$ cat config.mk
export PLATFORM = sky130hd
export DESIGN_NAME = lsu_mem_if
export DESIGN_NICKNAME = d
export VERILOG_FILES = /design/src/rtl/lsu_mem_if.sv
export SDC_FILE = /design/constraint.sdc
export NUM_CORES = 1
export LEC_CHECK = 0
export BUFFER_PORTS_ARGS = -buffer_cell sky130_fd_sc_hd__buf_2
export CAP_MARGIN = 20
export CELL_PAD_IN_SITES_DETAIL_PLACEMENT = 0
export CELL_PAD_IN_SITES_GLOBAL_PLACEMENT = 2
export CORE_MARGIN = 2
export CORE_UTILIZATION = 25
export CTS_CLUSTER_DIAMETER = 40
export DETAILED_ROUTE_END_ITERATION = 10
export GPL_TIMING_DRIVEN = 0
export PLACE_DENSITY = 0.85
export SYNTH_ARGS = -nofsm -noshare
export SYNTH_HDL_FRONTEND = slang
export SYNTH_SLANG_ARGS = --single-unit
$ cat constraint.sdc
create_clock -name clk -period 2.65 [get_ports clk]
set_input_delay 0 -clock clk [delete_from_list [all_inputs] [get_ports clk]]
set_output_delay 0 -clock clk [all_outputs]
set_load 0.01 [all_outputs]
$ cat src/rtl/lsu_mem_if.sv
// Load/store unit: accepts one CPU memory request, drives the data memory for
// one cycle, then returns a registered, extended response with a fault flag.
module lsu_mem_if #(
    parameter int unsigned MEM_SIZE         = 131072,
    parameter logic [31:0] RESERVED_TOP     = 32'h0000_0100,
    parameter bit          ALLOW_MISALIGNED = 1'b1
) (
    input  logic        clk,
    input  logic        rst,
    input  logic        req_valid_i,
    output logic        req_ready_o,
    input  logic        req_we_i,
    input  logic [2:0]  req_funct3_i,
    input  logic [31:0] req_addr_i,
    input  logic [31:0] req_wdata_i,
    output logic        resp_valid_o,
    input  logic        resp_ready_i,
    output logic [31:0] resp_rdata_o,
    output logic        resp_fault_o,
    output logic [31:0] mem_addr_o,
    output logic        mem_wr_en_o,
    output logic [31:0] mem_wr_data_o,
    output logic [3:0]  mem_byte_en_o,
    input  logic [31:0] mem_rd_data_i
);

    typedef enum logic [1:0] {IDLE, ACCESS, RESP} state_t;

    state_t      state, state_next;
    logic        we_q;
    logic [2:0]  funct3_q;
    logic [31:0] addr_q;
    logic [31:0] wdata_q;
    logic        fault_q;

    logic        funct3_ok;
    logic        misaligned;
    logic [32:0] last_byte;
    logic [1:0]  size_m1;
    logic        req_fault;
    logic [31:0] load_data;

    // Fault is decided at acceptance; last byte uses 33 bits so wrap-around faults.
    always_comb begin
        case (req_funct3_i)
            3'b000, 3'b001, 3'b010: funct3_ok = 1'b1;
            3'b100, 3'b101:         funct3_ok = !req_we_i;
            default:                funct3_ok = 1'b0;
        endcase
        case (req_funct3_i[1:0])
            2'b00:   size_m1 = 2'd0;
            2'b01:   size_m1 = 2'd1;
            default: size_m1 = 2'd3;
        endcase
        last_byte  = {1'b0, req_addr_i} + {31'd0, size_m1};
        misaligned = ((req_funct3_i[1:0] == 2'b01) && req_addr_i[0]) ||
                     ((req_funct3_i[1:0] == 2'b10) && (req_addr_i[1:0] != 2'b00));
        req_fault  = !funct3_ok
                  || (last_byte >= 33'(MEM_SIZE))
                  || (req_we_i && (req_addr_i < RESERVED_TOP))
                  || (!ALLOW_MISALIGNED && misaligned);
    end

    always_comb begin
        case (funct3_q)
            3'b000:  load_data = {{24{mem_rd_data_i[7]}}, mem_rd_data_i[7:0]};
            3'b001:  load_data = {{16{mem_rd_data_i[15]}}, mem_rd_data_i[15:0]};
            3'b010:  load_data = mem_rd_data_i;
            3'b100:  load_data = {24'd0, mem_rd_data_i[7:0]};
            3'b101:  load_data = {16'd0, mem_rd_data_i[15:0]};
            default: load_data = '0;
        endcase
    end

    always_ff @(posedge clk) begin
        if (rst) begin
            state <= IDLE;
        end else begin
            state <= state_next;
        end
    end

    always_ff @(posedge clk) begin
        if (rst) begin
            we_q         <= 1'b0;
            funct3_q     <= '0;
            addr_q       <= '0;
            wdata_q      <= '0;
            fault_q      <= 1'b0;
            resp_rdata_o <= '0;
            resp_fault_o <= 1'b0;
        end else begin
            if (state == IDLE && req_valid_i) begin
                we_q     <= req_we_i;
                funct3_q <= req_funct3_i;
                addr_q   <= req_addr_i;
                wdata_q  <= req_wdata_i;
                fault_q  <= req_fault;
            end
            if (state == ACCESS) begin
                resp_rdata_o <= (we_q || fault_q) ? '0 : load_data;
                resp_fault_o <= fault_q;
            end
        end
    end

    always_comb begin
        state_next    = state;
        req_ready_o   = 1'b0;
        resp_valid_o  = 1'b0;
        mem_addr_o    = '0;
        mem_wr_en_o   = 1'b0;
        mem_wr_data_o = '0;
        mem_byte_en_o = '0;
        case (state)
            IDLE: begin
                req_ready_o = 1'b1;
                if (req_valid_i) state_next = ACCESS;
            end
            ACCESS: begin
                mem_addr_o    = addr_q;
                mem_wr_data_o = wdata_q;
                mem_wr_en_o   = we_q && !fault_q && !rst;
                if (!fault_q) begin
                    case (funct3_q[1:0])
                        2'b00:   mem_byte_en_o = 4'b0001;
                        2'b01:   mem_byte_en_o = 4'b0011;
                        2'b10:   mem_byte_en_o = 4'b1111;
                        default: mem_byte_en_o = 4'b0000;
                    endcase
                end
                state_next = RESP;
            end
            RESP: begin
                resp_valid_o = 1'b1;
                if (resp_ready_i) state_next = IDLE;
            end
            default: state_next = IDLE;
        endcase
    end

endmodule

==> impl_metrics.env, run 1 <==
export IMPL_area_growth_pct=50.4
export IMPL_core_area_sq_um=18700
export IMPL_whs_ns=0.0164
export IMPL_rr_startpoint="funct3_q[0]"
export IMPL_nets=1045
export IMPL_vdd_drop_max_uv=301
export IMPL_gp_congestion=0.754
export IMPL_hpwl_um=12300
export IMPL_crit_type="flip-flop to flip-flop"
export IMPL_post_route_period_util_pct=88.4
export IMPL_holdBufCountCts=80
export IMPL_layout_commonest_cell="buf_2"
export IMPL_async_reset_ff_share_pct=0
export IMPL_p_per_area_nw_per_um2=522
export IMPL_clk_path_buf_depth=2
export IMPL_p_int_w=0.00270
export IMPL_synth_cells=642
export IMPL_numCtsBuffers=9
export IMPL_nFillCells=2021
export IMPL_die_x_um=142
export IMPL_die_area_sq_um=20200
export IMPL_cp_end_kind="flip-flop"
export IMPL_start_util_pct=25.5
export IMPL_synth_edf_count=0
export IMPL_status="complete, no violations"
export IMPL_cp_start_kind="flip-flop"
export IMPL_p_total_w=0.00375
export IMPL_drtAntennaViolNets=0
export IMPL_cts_root_buf="clkbuf_16"
export IMPL_setup_tns_ns=0
export IMPL_setup_violations=0
export IMPL_synth_cell_type_count=46
export IMPL_ys_ff_latch=104
export IMPL_synth_ff_type="dfxtp_1"
export IMPL_worstSetupStartpoint="funct3_q[0]"
export IMPL_hp_start="mem_rd_data_i[30]"
export IMPL_seqCellArea_sq_um=2080
export IMPL_r2r_slack_ns=0.31
export IMPL_min_period_ns=2.34
export IMPL_critPathRequiredTime_ns=2.87
export IMPL_p_clk_share_pct=37.3
export IMPL_ys_seq_area_share_pct=43.6
export IMPL_setup_ws_ns=0.307
export IMPL_path_clk_slew_ns=0.07
export IMPL_drive_gt1_share_pct=24.2
export IMPL_cts_sinks=104
export IMPL_drc=0
export IMPL_antenna_found_initial=0
export IMPL_first_pass_iters=4
export IMPL_grt_pass1_vias=5176
export IMPL_syn_nets=753
export IMPL_synth_area_per_cell_sq_um=7.44
export IMPL_drt_iter0_drc=184
export IMPL_seq_power_share_pct=45.2
export IMPL_grt_max_degree=18
export IMPL_hold_viol=0
export IMPL_report_final_slew_viol_count=0
export IMPL_p_sw_w=0.00104
export IMPL_postRouteWirelength_um=16700
export IMPL_cp_max_fo=10
export IMPL_grt_usage_pct=16.4
export IMPL_clock_latency_ns=0.35
export IMPL_multi_input_area_sq_um=2480
export IMPL_tightest_slew_ns=0.618
export IMPL_utilization_pct=38.4
export IMPL_die_y_um=142
export IMPL_swShare_pct=27.8
export IMPL_vias_per_cell=4.52
export IMPL_relSlewSlack_pct=58.8
export IMPL_grt_pass1_wl_um=26500
export IMPL_fin_skew_ns=0.0100
export IMPL_syn_area_sq_um=4780
export IMPL_place_ws_ns=0.287
export IMPL_worst_ep_arrival_time_ns=2.56
export IMPL_rsz0062_at_grt="false"
export IMPL_grt_ovfl_total=0
export IMPL_cts_tree="built"
export IMPL_port_buffers=201
export IMPL_antenna_cells=0
export IMPL_wl_per_cell_um=14.3
export IMPL_vias=5299
export IMPL_comb_power_share_pct=17.5
export IMPL_top_level_ports=208
export IMPL_hp_class="input pin to flip-flop"
export IMPL_rows=50
export IMPL_cts_resized_gates=0
export IMPL_fmax_mhz=427
export IMPL_post_cts_buffers=0
export IMPL_synth_warnings=0
export IMPL_power_leakage_nw=3.24
export IMPL_layout_common_cells="buf_2 (204), nand2_1 (154), a21oi_1 (120)"
export IMPL_maxCapViolCount=0
export IMPL_htreeDepth=3
[cells by family after synthesis]
logic type / count (synthesis) / share of synthesized area (%)
muxes: 1 / 0.209
xor gates and xnor gates: 5 / 0.916
buffers and inverters: 56 / 4.56
DFF: 104 / 43.6
AOI/OAI and AO/OA: 149 / 17.0
adders and majority gates: 7 / 1.99
and+or+nand+nor: 320 / 31.7
[stage by stage]
| stage | cells | instance area (sq um) |
|---|---|---|
| floorplan | 642 | 4780 |
| global placement | 1077 | 6080 |
| detailed placement | 1077 | 6080 |
| CTS | 1173 | 7180 |
| global route | 1173 | 7180 |
| finish | 1173 | 7180 |
[area by class of cell]
| class | count | share of cell area [%] |
|---|---|---|
| inverter | 6 | 0.313 |
| tap | 234 | 4.08 |
| buffer | 50 | 2.72 |
| clock inverter | 5 | 0.888 |
| clock buffer | 11 | 3.38 |
| timing repair buffer | 281 | 25.1 |
| sequential | 104 | 29.0 |
| multi-input combinational | 482 | 34.5 |
[sequential cells by signal, indices dropped and copies added (netlist names)]
| name | flops |
|---|---|
| funct3_q | 3 |
| addr_q | 32 |
| resp_rdata_o | 32 |
| resp_fault_o | 1 |
| we_q | 1 |
| wdata_q | 32 |
| fault_q | 1 |
| state | 2 |
[worst paths after layout]
| check | to | cells past startpoint |
|---|---|---|
| max | resp_rdata_o[26] | 11 |
| min reg2reg | wdata_q[8] | 2 |
| min | resp_rdata_o[30] | 5 |
| max reg2reg | resp_rdata_o[26] | 11 |
[power by group through the flow]
stage | Combinational [W] | Sequential (W) | Clock, W
2_1_floorplan | 0.000317 | 0.00173 | 0
3_3_place_gp | 0.000568 | 0.00173 | 0
3_5_place_dp | 0.000570 | 0.00173 | 0
4_1_cts | 0.000664 | 0.00170 | 0.00145
5_1_grt | 0.000740 | 0.00171 | 0.00150
6_report | 0.000655 | 0.00170 | 0.00140
[worst max-delay path, cell delays in order (launching register included)]
cell,delay [ns]
dfxtp_1,0.39
inv_1,0.08
ha_1,0.21
nor2b_1,0.13
clkbuf_1,0.19
or2_0,0.23
buf_2,0.18
o21ai_2,0.27
buf_2,0.28
nor2_1,0.07
a21oi_1,0.12
nor2_1,0.05
[Yosys cell counts, types with 2 or more instances]
cell type / n / area share, %
a211oi_1: 4 / 0.63
a21oi_1: 120 / 13
a22oi_1: 8 / 1.3
a31oi_1: 2 / 0.26
and2_1: 64 / 8.4
and4_1: 4 / 0.73
buf_2: 3 / 0.31
clkbuf_1: 45 / 3.5
dfxtp_1: 104 / 44
ha_1: 6 / 1.6
inv_1: 6 / 0.47
nand2_1: 154 / 12
nand2b_1: 3 / 0.39
nand3_1: 2 / 0.21
nand4_1: 6 / 0.79
nor2_1: 59 / 4.6
nor2b_1: 3 / 0.39
nor3_1: 5 / 0.52
nor3b_1: 4 / 0.63
nor4_1: 5 / 0.65
nor4b_1: 2 / 0.37
o21a_1: 2 / 0.31
o21ai_0: 3 / 0.31
o21bai_1: 2 / 0.31
xnor2_1: 5 / 0.92
[routing by layer]
layer | vias up | part of all wire [%] | global-route usage (%)
li1 | 2704 | - | -
met1 | 2436 | 46 | 21.3
met2 | 135 | 48 | 27.6
met3 | 24 | 4.1 | 2.93
met4 | 0 | 2.2 | 5.26
met5 | - | 0 | 0
No activity file was read; power rests on OpenSTA's default activity.
==> run 2: changes to the inputs <==
--- a/config.mk
+++ b/config.mk
@@ -13,7 +13,6 @@
 export CORE_UTILIZATION = 25
 export CTS_CLUSTER_DIAMETER = 40
 export DETAILED_ROUTE_END_ITERATION = 10
-export GPL_TIMING_DRIVEN = 0
 export PLACE_DENSITY = 0.85
 export SYNTH_ARGS = -nofsm -noshare
 export SYNTH_HDL_FRONTEND = slang
==> run 2 against run 1 <==
Against the previous run: die area stayed put; register-to-register slack better by 0.26 ns; sequential share of layout area hardly changed; critical endpoint is now fault_q; global-route usage is 1.2 points lower; sequential power hardly changed; largest cell class unchanged.
==> impl_metrics.env, run 2 (synthesis results as in run 1) <==
export IMPL_setup_tns_ns=0
export IMPL_critPathMaxStageDelay_ns=0.54
export IMPL_crit_chain="dlygate4sd3_1 -> buf_2 -> or2_2 -> ha_1 -> inv_1 -> fa_1 -> nor3b_1 -> nand2_1 -> mux2i_1 -> nor4_1 -> a31oi_1"
export IMPL_rows=50
export IMPL_cp_start_kind="input pin"
export IMPL_postRouteWirelength_um=15900
export IMPL_nets=1018
export IMPL_gp_congestion=0.754
export IMPL_top_level_ports=208
export IMPL_grt_pass1_wl_um=24800
export IMPL_fmax_mhz=451
export IMPL_grt_usage_pct=15.2
export IMPL_antenna_cells=0
export IMPL_status="complete, no violations"
export IMPL_port_buffers=207
export IMPL_hp_class="input pin to flip-flop"
export IMPL_vdd_drop_max_uv=281
export IMPL_clock_latency_ns=0.35
export IMPL_report_final_slew_viol_count=0
export IMPL_layout_commonest_cell="buf_2"
export IMPL_numCtsBuffers=9
export IMPL_worstSetupStartpoint="req_funct3_i[1]"
export IMPL_p_total_w=0.00364
export IMPL_cts_sinks=104
export IMPL_largestRegisters="addr_q x32, resp_rdata_o x32, wdata_q x32"
export IMPL_drive_gt1_share_pct=26.3
export IMPL_min_period_ns=2.22
export IMPL_area_growth_pct=50.3
export IMPL_wl_per_cell_um=13.9
export IMPL_rr_startpoint="funct3_q[0]"
export IMPL_fin_skew_ns=0.0114
export IMPL_relSlewSlack_pct=44.7
export IMPL_cp_slowest_cell="dlygate4sd3_1"
export IMPL_htreeDepth=3
export IMPL_grt_max_degree=76
export IMPL_vias=5187
export IMPL_vias_per_cell=4.53
export IMPL_cts_root_buf="clkbuf_16"
export IMPL_p_sw_w=0.00103
export IMPL_crit_end="fault_q"
export IMPL_path_clk_slew_ns=0.08
export IMPL_cts_tree="built"
export IMPL_tightest_slew_ns=0.829
export IMPL_setup_violations=0
export IMPL_drc=0
export IMPL_r2r_slack_ns=0.57
export IMPL_maxCapViolCount=0
export IMPL_crit_type="input pin to flip-flop"
export IMPL_die_x_um=142
export IMPL_seq_power_share_pct=46.5
export IMPL_final_instance_count_excl_fill=1145
export IMPL_hold_viol=0
export IMPL_cts_resized_gates=0
export IMPL_utilization_pct=38.4
export IMPL_drt_iter0_drc=180
export IMPL_critPathRequiredTime_ns=2.87
export IMPL_comb_power_share_pct=17.9
export IMPL_core_area_sq_um=18700
export IMPL_start_util_pct=25.5
export IMPL_drtAntennaViolNets=0
export IMPL_power_leakage_nw=3.27
export IMPL_swShare_pct=28.3
export IMPL_die_area_sq_um=20200
export IMPL_grt_ovfl_total=0
export IMPL_dp_cells=1042
export IMPL_layout_common_cells="buf_2 (206), nand2_1 (153), a21oi_1 (120)"
export IMPL_worst_r2r_path_depth=9
export IMPL_p_int_w=0.00261
export IMPL_post_route_period_util_pct=83.7
export IMPL_p_per_area_nw_per_um2=507
export IMPL_antenna_found_initial=0
export IMPL_timing_rr_end="resp_rdata_o[10]"
export IMPL_cp_max_fo=6
export IMPL_worst_ep_arrival_time_ns=2.44
export IMPL_whs_ns=0.00892
export IMPL_cp_end_kind="flip-flop"
export IMPL_hpwl_um=10600
export IMPL_p_clk_share_pct=35.5
export IMPL_clk_path_buf_depth=2
export IMPL_grt_pass1_vias=4921
export IMPL_die_y_um=142
export IMPL_first_pass_iters=4
export IMPL_rsz0062_at_grt="false"
==> run 2: worst max-delay path: cells and delay by family <==
| kind | cells | cell delay [ns] |
|---|---|---|
| buffers and inverters | 3 | 0.76 |
| AND/OR/NAND/NOR | 4 | 0.83 |
| multiplexers | 1 | 0.14 |
| adder cells (fa/ha/maj) | 2 | 0.57 |
| AO/OA/AOI/OAI | 1 | 0.13 |
==> run 2: worst min path at each step <==
stage / startpoint / endpoint / slack, ns / cells after the start
final: mem_rd_data_i[21] / resp_rdata_o[21] / 0.009 / 5
after global routing: mem_rd_data_i[25] / resp_rdata_o[25] / 0.04 / 5
after CTS: mem_rd_data_i[16] / resp_rdata_o[16] / 0.004 / 5
after detailed placement: mem_rd_data_i[6] / resp_rdata_o[6] / 0.25 / 3
after global placement: mem_rd_data_i[6] / resp_rdata_o[6] / 0.24 / 3
after floorplan: req_addr_i[0] / addr_q[0] / 0.14 / 2
==> run 2: power groups by stage <==
stage	logic [W]	clock network (W)	registers, W
3_3_place_gp	0.000559	0	0.00173
4_1_cts	0.000664	0.00134	0.00170
2_1_floorplan	0.000317	0	0.00173
3_5_place_dp	0.000560	0	0.00173
6_report	0.000654	0.00130	0.00170
5_1_grt	0.000732	0.00139	0.00171
==> run 2: layout make-up <==
| cell class | instances | area [sq um] |
|---|---|---|
| Tap cell | 234 | 293 |
| Fill cell | 1994 | 11500 |
| Inverter | 6 | 22.5 |
| Multi-Input combinational cell | 482 | 2490 |
| Timing Repair Buffer | 304 | 2010 |
| Sequential cell | 104 | 2080 |
| Clock inverter | 5 | 38.8 |
| Clock buffer | 10 | 239 |
==> run 2: what timing repair did <==
action	in CTS	in global routing
buffers inserted	0	0
hold buffers	88	0
hold endpoints to repair	88	0
==> run 2: per-stage QoR <==
step	setup slack [ns]	cell area, sq um
after detailed placement	0.579	6020
final	0.433	7180
after floorplan	0.691	4780
after global placement	0.655	6020
after CTS	0.461	7180
after global routing	0.267	7180
==> run 2: routing by layer <==
metal / routed length, um / GRT usage (%) / up-vias
met4: 427 / 5.95 / 0
met1: 7230 / 19.5 / 2373
met2: 7540 / 25.2 / 134
met5: 0 / 0 / -
li1: - / - / 2650
met3: 678 / 2.89 / 30
==> run 3: changes to the inputs <==
--- a/config.mk
+++ b/config.mk
@@ -5,15 +5,16 @@
 export SDC_FILE = /design/constraint.sdc
 export NUM_CORES = 1
 export LEC_CHECK = 0
+export ABC_AREA = 1
 export BUFFER_PORTS_ARGS = -buffer_cell sky130_fd_sc_hd__buf_2
 export CAP_MARGIN = 20
 export CELL_PAD_IN_SITES_DETAIL_PLACEMENT = 0
 export CELL_PAD_IN_SITES_GLOBAL_PLACEMENT = 2
 export CORE_MARGIN = 2
-export CORE_UTILIZATION = 25
+export CORE_UTILIZATION = 22
 export CTS_CLUSTER_DIAMETER = 40
 export DETAILED_ROUTE_END_ITERATION = 10
-export PLACE_DENSITY = 0.85
+export PLACE_DENSITY = 0.81
 export SYNTH_ARGS = -nofsm -noshare
 export SYNTH_HDL_FRONTEND = slang
 export SYNTH_SLANG_ARGS = --single-unit
==> constraint.sdc (replaced) <==
create_clock -name clk -period 1.85 [get_ports clk]
set_input_delay 0 -clock clk [delete_from_list [all_inputs] [get_ports clk]]
set_output_delay 0 -clock clk [all_outputs]
set_load 0.01 [all_outputs]
==> run 3 against run 2 <==
Against the previous run: sequential cell count did not move; critical path depth fell by 5; total power rose by 52%; setup slack got worse by 0.27 ns; critical endpoint is now resp_rdata_o[2]; largest cell class unchanged; highest routed layer unchanged.
==> impl_metrics.env, run 3 <==
export IMPL_status="complete, no violations"
export IMPL_async_reset_ff_share_pct=0
export IMPL_wl_met3_um=734
export IMPL_relSlewSlack_pct=68.9
export IMPL_start_util_pct=22.3
export IMPL_synth_warnings=0
export IMPL_die_y_um=158
export IMPL_synth_cell_type_count=26
export IMPL_top_level_ports=208
export IMPL_drive_gt1_share_pct=25.0
export IMPL_synth_top_area_share_pct=40.0
export IMPL_layout_commonest_cell="buf_2"
export IMPL_post_cts_buffers=0
export IMPL_drtAntennaViolNets=0
export IMPL_ys_ff_latch=104
export IMPL_dp_cells=1305
export IMPL_cts_root_buf="clkbuf_16"
export IMPL_setup_tns_ns=0
export IMPL_hpwl_um=12600
export IMPL_cts_sinks=104
export IMPL_nets=1195
export IMPL_report_final_slew_viol_count=0
export IMPL_path_clk_slew_ns=0.07
export IMPL_power_leakage_nw=3.69
export IMPL_postPlaceCellArea_sq_um=6610
export IMPL_fmax_mhz=593
export IMPL_rsz0062_at_grt="false"
export IMPL_final_instance_count_excl_fill=1408
export IMPL_antenna_cells=0
export IMPL_cp_start_kind="flip-flop"
export IMPL_die_area_sq_um=24900
export IMPL_cp_end_kind="flip-flop"
export IMPL_layout_common_cells="buf_2 (207), nand2_1 (184), inv_1 (109), nor2_1 (109)"
export IMPL_postRouteWirelength_um=17900
export IMPL_maxCapViolCount=0
export IMPL_min_period_ns=1.69
export IMPL_grt_usage_pct=14.0
export IMPL_cts_tree="built"
export IMPL_htreeDepth=3
export IMPL_area_growth_pct=49.8
export IMPL_rows=56
export IMPL_synth_area_per_cell_sq_um=6.44
export IMPL_met1_length_um=8450
export IMPL_tightest_slew_ns=0.466
export IMPL_grt_max_degree=98
export IMPL_post_route_period_util_pct=91.1
export IMPL_clk_path_buf_depth=2
export IMPL_p_per_area_nw_per_um2=712
export IMPL_setup_violations=0
export IMPL_wl_per_cell_um=12.7
export IMPL_crit_type="flip-flop to flip-flop"
export IMPL_worst_ep_arrival_time_ns=1.91
export IMPL_first_pass_iters=6
export IMPL_ys_seq_area_share_pct=40.0
export IMPL_vias_per_cell=4.10
export IMPL_routed_top_layer="met4"
export IMPL_port_buffers=207
export IMPL_clock_latency_ns=0.35
export IMPL_critPathRequiredTime_ns=2.07
export IMPL_core_area_sq_um=23300
export IMPL_cp_max_fo=32
export IMPL_gp_congestion=0.863
export IMPL_drt_iter0_drc=286
export IMPL_drc=0
export IMPL_synth_commonest_cells="nand2_1 (184), nor2_1 (112), inv_1 (111)"
export IMPL_synth_cells=808
export IMPL_die_x_um=158
export IMPL_synth_area_leaders="dfxtp_1 (40%), nand2_1 (13%), a21oi_1 (10%), nor2_1 (8.1%), inv_1 (8.0%)"
export IMPL_syn_nets=919
export IMPL_largestRegisters="addr_q x32, resp_rdata_o x32, wdata_q x32"
export IMPL_synth_largest_area_cell="dfxtp_1"
export IMPL_grt_pass1_wl_um=27300
export IMPL_yosysMostFrequentCell="nand2_1"
export IMPL_fin_skew_ns=0.00774
export IMPL_synth_edf_count=0
export IMPL_wl_met2_um=8390
export IMPL_vias=5775
export IMPL_grt_pass1_vias=5360
export IMPL_hp_class="input pin to flip-flop"
export IMPL_synth_ff_type="dfxtp_1"
export IMPL_syn_area_sq_um=5200
export IMPL_stdcell_area_sq_um=7790
export IMPL_vdd_drop_max_uv=319
export IMPL_hold_viol=0
export IMPL_antenna_found_initial=0
export IMPL_numCtsBuffers=9
export IMPL_grt_ovfl_total=0
run 3: cell types whose count changed after synthesis, sizes merged, moves of 6 or more:
| cell | delta |
|---|---|
| a21oi | -16 |
| a22oi | -8 |
| and2 | -64 |
| buf | +9 |
| clkbuf | -15 |
| inv | +112 |
| nand2 | +35 |
| nand3 | +16 |
| nor2 | +68 |
| nor4 | -6 |
| o21ai | +74 |
run 3: cell families after synthesis:
kind of cell | Yosys count | synth area share, %
and+or+nand+nor | 346 | 27.5
DFF | 104 | 40.0
xor gates and xnor gates | 3 | 0.505
buffers and inverters | 163 | 12.2
adders and majority gates | 7 | 1.83
AOI/OAI and AO/OA | 185 | 17.9
run 3: metal layers:
layer | track usage, % | up-vias
met4 | 4.89 | 0
met5 | 0 | -
met3 | 2.24 | 20
li1 | - | 3055
met1 | 17.7 | 2570
met2 | 23.9 | 130
run 3: path summary, 6_finish.rpt:
path,start,end,slack (ns),cells after the start
min,mem_rd_data_i[9],resp_rdata_o[9],0.02,5
max reg2reg,funct3_q[1],resp_rdata_o[2],0.16,6
min reg2reg,wdata_q[29],wdata_q[29],0.45,2
max,funct3_q[1],resp_rdata_o[2],0.16,6
run 3: report_power, final:
group,internal (W),switching (W)
clock,0.00106,0.000928
combinational,0.000466,0.000633
sequential,0.00240,0.0000602
total,0.00393,0.00162
run 3: timing repair:
action	CTS	global route
hold buffers	87	0
hold endpoints to repair	87	0
gates resized for setup	0	5
setup endpoints to repair	0	32
run 3: per-stage QoR:
step / hold slack, ns / power [W] / utilization, % / worst slack [ns]
after floorplan: 0.128 / 0.00307 / - / 0.151
after global placement: 0.252 / 0.00347 / 28.3 / -0.108
after detailed placement: 0.257 / 0.00348 / 28.3 / -0.0783
after CTS: 0.00454 / 0.00567 / 33.3 / 0.0947
after global routing: 0.0239 / 0.00590 / 33.4 / 0.00595
final: 0.0162 / 0.00555 / 33.4 / 0.164
run 3: layout make-up:
type | instances | area, sq um
multi-input cells | 541 | 2490
inverters | 119 | 450
clock buffers | 10 | 229
repair buffers | 309 | 2070
flip-flops and latches | 104 | 2080
well taps | 319 | 399
clock inverters | 6 | 67.6
fillers | 2632 | 15500
run 3: critical path: stages, from the launching register on:
cell	delay (ns)
dfxtp_1	0.42
inv_1	0.09
ha_1	0.21
o31ai_1	0.40
inv_4	0.23
nand2_1	0.12
a21oi_1	0.06
